$ cat src/rtl/sensor_conditioner.sv
// sensor_conditioner: input stage for the vehicle access controller.
// Takes the two raw gate photo-sensor lines, synchronises each one to clk
// with two flops and debounces it on its own. Outputs are the clean levels
// a/b and a one-cycle pulse for each clean rising or falling edge.
// Ports:
//   clk            system clock; all state changes on the rising edge
//   reset          asynchronous active-high reset; clears all state
//   a_raw, b_raw   raw sensor lines (outer / inner beam), asynchronous to clk
//   a, b           debounced levels (registered)
//   a_rise, a_fall one-cycle pulses when a goes 0->1 / 1->0 (registered)
//   b_rise, b_fall one-cycle pulses when b goes 0->1 / 1->0 (registered)
module sensor_conditioner #(
  parameter int unsigned DB_COUNT = 4,
  parameter int unsigned CNT_W    = 8
) (
  input  logic clk,
  input  logic reset,
  input  logic a_raw,
  input  logic b_raw,
  output logic a,
  output logic b,
  output logic a_rise,
  output logic a_fall,
  output logic b_rise,
  output logic b_fall
);

  localparam int unsigned N_CH = 2;
  localparam logic [CNT_W-1:0] CNT_LAST = CNT_W'(DB_COUNT - 1);

  // Bit 0 is channel A, bit 1 is channel B.
  logic [N_CH-1:0]  raw_vec;
  logic [N_CH-1:0]  sync1;
  logic [N_CH-1:0]  sync2;
  logic [N_CH-1:0]  stable;
  logic [N_CH-1:0]  rise_q;
  logic [N_CH-1:0]  fall_q;
  logic [CNT_W-1:0] cnt [N_CH];
  logic [N_CH-1:0]  differ_c;
  logic [N_CH-1:0]  accept_c;

  assign raw_vec = {b_raw, a_raw};

  // Per-channel: does the synchronised level disagree with the clean level,
  // and has it done so for DB_COUNT consecutive samples (including this one)?
  always_comb begin
    differ_c = '0;
    accept_c = '0;
    for (int i = 0; i < N_CH; i++) begin
      differ_c[i] = sync2[i] ^ stable[i];
      accept_c[i] = differ_c[i] && (cnt[i] == CNT_LAST);
    end
  end

  // Synchroniser, debounce counters, clean level and edge pulses.
  always_ff @(posedge clk or posedge reset) begin
    if (reset) begin
      sync1  <= '0;
      sync2  <= '0;
      stable <= '0;
      rise_q <= '0;
      fall_q <= '0;
      for (int i = 0; i < N_CH; i++) begin
        cnt[i] <= '0;
      end
    end else begin
      sync1  <= raw_vec;
      sync2  <= sync1;
      stable <= stable ^ accept_c;
      rise_q <= accept_c & sync2;
      fall_q <= accept_c & ~sync2;
      for (int i = 0; i < N_CH; i++) begin
        // Any agreeing sample, or an accepted change, restarts the count.
        if (!differ_c[i] || accept_c[i]) begin
          cnt[i] <= '0;
        end else begin
          cnt[i] <= cnt[i] + CNT_W'(1);
        end
      end
    end
  end

  assign a      = stable[0];
  assign b      = stable[1];
  assign a_rise = rise_q[0];
  assign a_fall = fall_q[0];
  assign b_rise = rise_q[1];
  assign b_fall = fall_q[1];

endmodule
$ cat config.mk
export PLATFORM = sky130hd
export DESIGN_NAME = sensor_conditioner
export DESIGN_NICKNAME = d
export VERILOG_FILES = /design/src/rtl/sensor_conditioner.sv
export SDC_FILE = /design/constraint.sdc
export NUM_CORES = 1
export LEC_CHECK = 0
export ABC_AREA = 0
export CELL_PAD_IN_SITES_DETAIL_PLACEMENT = 0
export CELL_PAD_IN_SITES_GLOBAL_PLACEMENT = 1
export CORE_ASPECT_RATIO = 0.75
export CORE_MARGIN = 5
export CORE_UTILIZATION = 36
export CTS_BUF_LIST = sky130_fd_sc_hd__clkbuf_4
export CTS_CLUSTER_SIZE = 16
export DETAILED_ROUTE_END_ITERATION = 6
export GPL_TIMING_DRIVEN = 0
export PLACE_DENSITY = 0.74
export SLEW_MARGIN = 25
export SYNTH_ARGS = -nofsm -noshare
export SYNTH_HDL_FRONTEND = slang
export SYNTH_SLANG_ARGS = --single-unit
$ cat constraint.sdc
create_clock -name clk -period 4.45 [get_ports clk]
set_input_delay 1.1125 -clock clk [delete_from_list [all_inputs] [get_ports clk]]
set_output_delay 1.1125 -clock clk [all_outputs]
set_load 0.01 [all_outputs]
After elaboration in Yosys (flattened, before gate mapping)
Cells that the tools add are included.
{"block": "totals", "output_inout_bits": 6, "wordCells": 25, "register_bits": 26, "input_bits": 4}
{"block": "classes", "addsub": 2, "bitwise": 6, "mux": 2, "eq_ne": 2, "n_reduce_logical": 6}
{"op": "8-bit by 1-bit adder with 8-bit output (second input constant)", "count": 2}
{"op": "8-bit by 2-bit == test with 1-bit output (second input constant)", "count": 2}
{"op": "8-bit two-way mux", "count": 2}
{"op": "2-bit bitwise AND", "count": 2}
{"op": "1-bit logical AND", "count": 2}
{"op": "1-bit logical NOT", "count": 2}
{"op": "1-bit logical OR", "count": 2}
{"op": "2-bit inverter", "count": 1}
{"op": "1-bit bitwise XOR", "count": 2}
{"op": "2-bit bitwise XOR", "count": 1}

Longest topological paths before layout
{"block": "depth", "depth_word": 4, "mapped_depth": 4, "ltp_nobuf": 4}

Worst setup path after synthesis
Ideal clock, no wire load.
{"block": "synth_path", "path_type": "register -> register", "startpoint": "reg cnt[12] (netlist bit)", "endpoint": "reg (tool-made name)", "setup_slack_ns": 2.708, "arrival_time_ns": 1.617, "path_stages_with_launch": 4, "n_path_buf": 0, "synth_period_minus_slack_ns": 1.742, "path_cell_list": "dfrtp_1 -> or4_4 -> or3_4 -> mux2_4"}
{"item": "start, declared", "line_no": "38", "text": "logic [CNT_W-1:0] cnt [N_CH];"}
{"item": "start signal, assigned by index", "line_no": "77", "text": "cnt[i] <= cnt[i] + CNT_W'(1);"}

==> reports/results.txt <==
IO buf count - 9
Highest-count cells in the layout ignoring fill and taps - 26 x dfrtp_1, 9 x clkdlybuf4s50_1, 8 x nand3_1
CTS tree - built
Simple-gate portion of the synthesized area - 20.3%
Final Worst Setup Slack - 1.99 ns
P_int - 371 µW
Dpl ws - 2.09 ns
Psw - 166 µW
Status - completed
Routability congestion estimate - 0.775
Nets@finish - 114
Leakage power - 0.532 nW
Largest area contributor in the netlist - dfrtp_1
Die Width - 73.6 µm
DRC - 0
Die area - 0.00425 mm²
Max-slew violations - 0
Clk root buf - clkbuf_4
Power share of the sequential group - 56.6%
Reg clk slew, reported paths - 0.12 ns
Synth warn - 0
Max Clock Skew - 0.00260 ns
Combinational power share - 26.0%
Syn_nets - 100
RSZ-0062 raised after global routing - false
Clock power frac - 17.4%
CP max-delay cell - clkdlybuf4s50_1
Antenna Nets Post-Route - 0
Max_slew headroom - 64.2%
Total Power - 537 µW
Die height - 57.7 µm
Tcrit/Tclk final - 55.3%
Mapped Cells - 94
Worst path top cell family by delay - buffers and inverters
Sink Count - 26
Min Tclk post-route - 2.46 ns
Pin count of the biggest net entering global routing - 27
Total gr overflow - 0
Switching share of power - 30.9%
R2R setup slack - 2.63 ns
Setup-failing EPs final - 0
Yosys cell types - 27
Seq cells post-synth - 26
Starting Density - 37.3%
Htree depth - 1
CP Launch Type - flip-flop
EDFF count, synth - 0
Fin util - 42.7%
CP Capture Type - output pin
TNS Setup - 0 ns
Hold Startpoint - sync1[0]
Synth top area share - 59.5%
Routed WL - 1810 µm
First-pass detailed-route iteration total - 4
Max Freq - 406 MHz
Hold buffers post-CTS - 0
Kind of critical path - reg2out
Critical path fanouts, max - 6
Sequential cell area - 651 µm²
Ports - 10
Routed len/inst - 12.6 µm
Mux cell area share after synthesis - 2.40%
Peak VDD IR - 0.000201 V
Worst R2R Path Depth - 3
Worst hold endpoint - sync2[0]
Synth Area in Compound Gates - 8.47%
Max-cap check violation count - 0
Via count - 728
Max stage delay on crit path - 0.57 ns
Fillers - 286
Layout cells sized above 1 - 9.43%
Worst Tran Pin Value - 0.537 ns
Bufs on Longest Clock Path - 2
Post-synth top flop - dfrtp_1
Post-synthesis cell area - 0.00109 mm²
Commonest non-fill, non-tap cell in the layout - dfrtp_1
Initial antenna violation count - 0
Post-Synth Adder-Cell Area - 2.29%
Core ar. - 0.00294 mm²
Number of DRC markers in iteration 0 - 20
CTS Buf Count - 3
Synth Area per Inst - 11.6 µm²
Arrival time at the worst endpoint - 1.35 ns
Seq/Total Area, Yosys - 59.5%
Area occupied by multi-input gates - 435 µm²
Antenna cells - 0
Worst min path class - reg2reg
Final hold viol count - 0
Area grow syn2layout - 14.6%
CTS resizes - 0
Reg2reg start - cnt[12]
Gr usage total - 10.4%
Async SR Flop Fraction - 100%
WP data required - 3.34 ns
Vias/cell - 5.06
Post-DP HPWL - 1310 µm
First-pass GRT wire length - 3410 µm
Row count - 17
Largest family of logic cells by synthesized area - simple AND/OR/NAND/NOR gates
# Post-CTS Setup Buffers - 0
Vias in the first global route - 748
Critical path, cell by cell - clkdlybuf4s50_1
Worst hold slack - 0.367 ns
Clk_lat worst skew - 0.31 ns
Hold Path Depth - 0
Top cells by area, synth - dfrtp_1 59%, xor2_1 4.0%, nand3_1 3.7%, a21oi_1 3.2%, or3_1 2.9%
Buffers plus inverters on the worst setup path - 1
Synth Area in XOR/XNOR - 6.41%
Pwr/cell area - 428 mW/mm²
[state kept, by name (all words and copies together) (netlist names), named ones only]
name	count
cnt	16
fall_q	2
rise_q	2
sync1	2
sync2	2
[cell type report]
class                           count  area share [%]
Timing Repair Buffer                9            7.19
Inverter                            2           0.599
Multi-Input combinational cell     66            34.7
Tap cell                           38            3.79
Clock buffer                        3            1.80
Sequential cell                    26            51.9
[routing by layer]
metal  track usage [%]  vias up  routed length (µm)
li1                  -      362                   -
met1              14.2      346                 925
met2              14.9       18                 764
met3              3.81        2                  93
met4              3.88        0                  27
met5                 0        -                   0
[synth_stat cells, types with 2 or more instances]
library cell	instances
nor2_1	6
or3_1	5
nand2b_1	2
a21oi_1	7
nand3_1	8
nor3b_1	4
o21ai_0	5
xnor2_1	3
o31ai_1	2
xor2_1	5
inv_1	2
dfrtp_1	26
nand2_1	4
ha_1	2
[metrics by stage]
stage | instances | instance area [µm²]
after floorplan | 94 | 1090
after global placement | 141 | 1230
after detailed placement | 141 | 1230
after CTS | 144 | 1250
after global routing | 144 | 1250
final | 144 | 1250
[power by group through the flow]
stage	Clock, mW	Combinational (mW)	Sequential (mW)
after floorplan	0	0.0871	0.307
after global placement	0	0.138	0.308
after detailed placement	0	0.140	0.309
after CTS	0.104	0.141	0.305
after global routing	0.108	0.157	0.313
final	0.0934	0.139	0.304
[cells by family (layout without fill, tap and decap cells)]
kind of cell,Yosys count,in the layout
adders and majority gates,2,2
xor gates and xnor gates,8,8
and+or+nand+nor,38,38
AOI/OAI and AO/OA,16,16
DFF,26,26
buffers and inverters,2,14
muxes,2,2
[how the worst max path moves through the flow]
stage	cells past startpoint	slack (ns)	to	startpoint
floorplan	3	2.71	flip-flop	cnt[12]
global route	1	1.91	a	flip-flop
finish	1	1.99	a	flip-flop
detailed placement	2	2.09	cnt[6]	reset
global placement	2	2.13	fall_q[0]	reset
CTS	1	1.96	a	flip-flop
No activity file was read; power rests on OpenSTA's default activity.
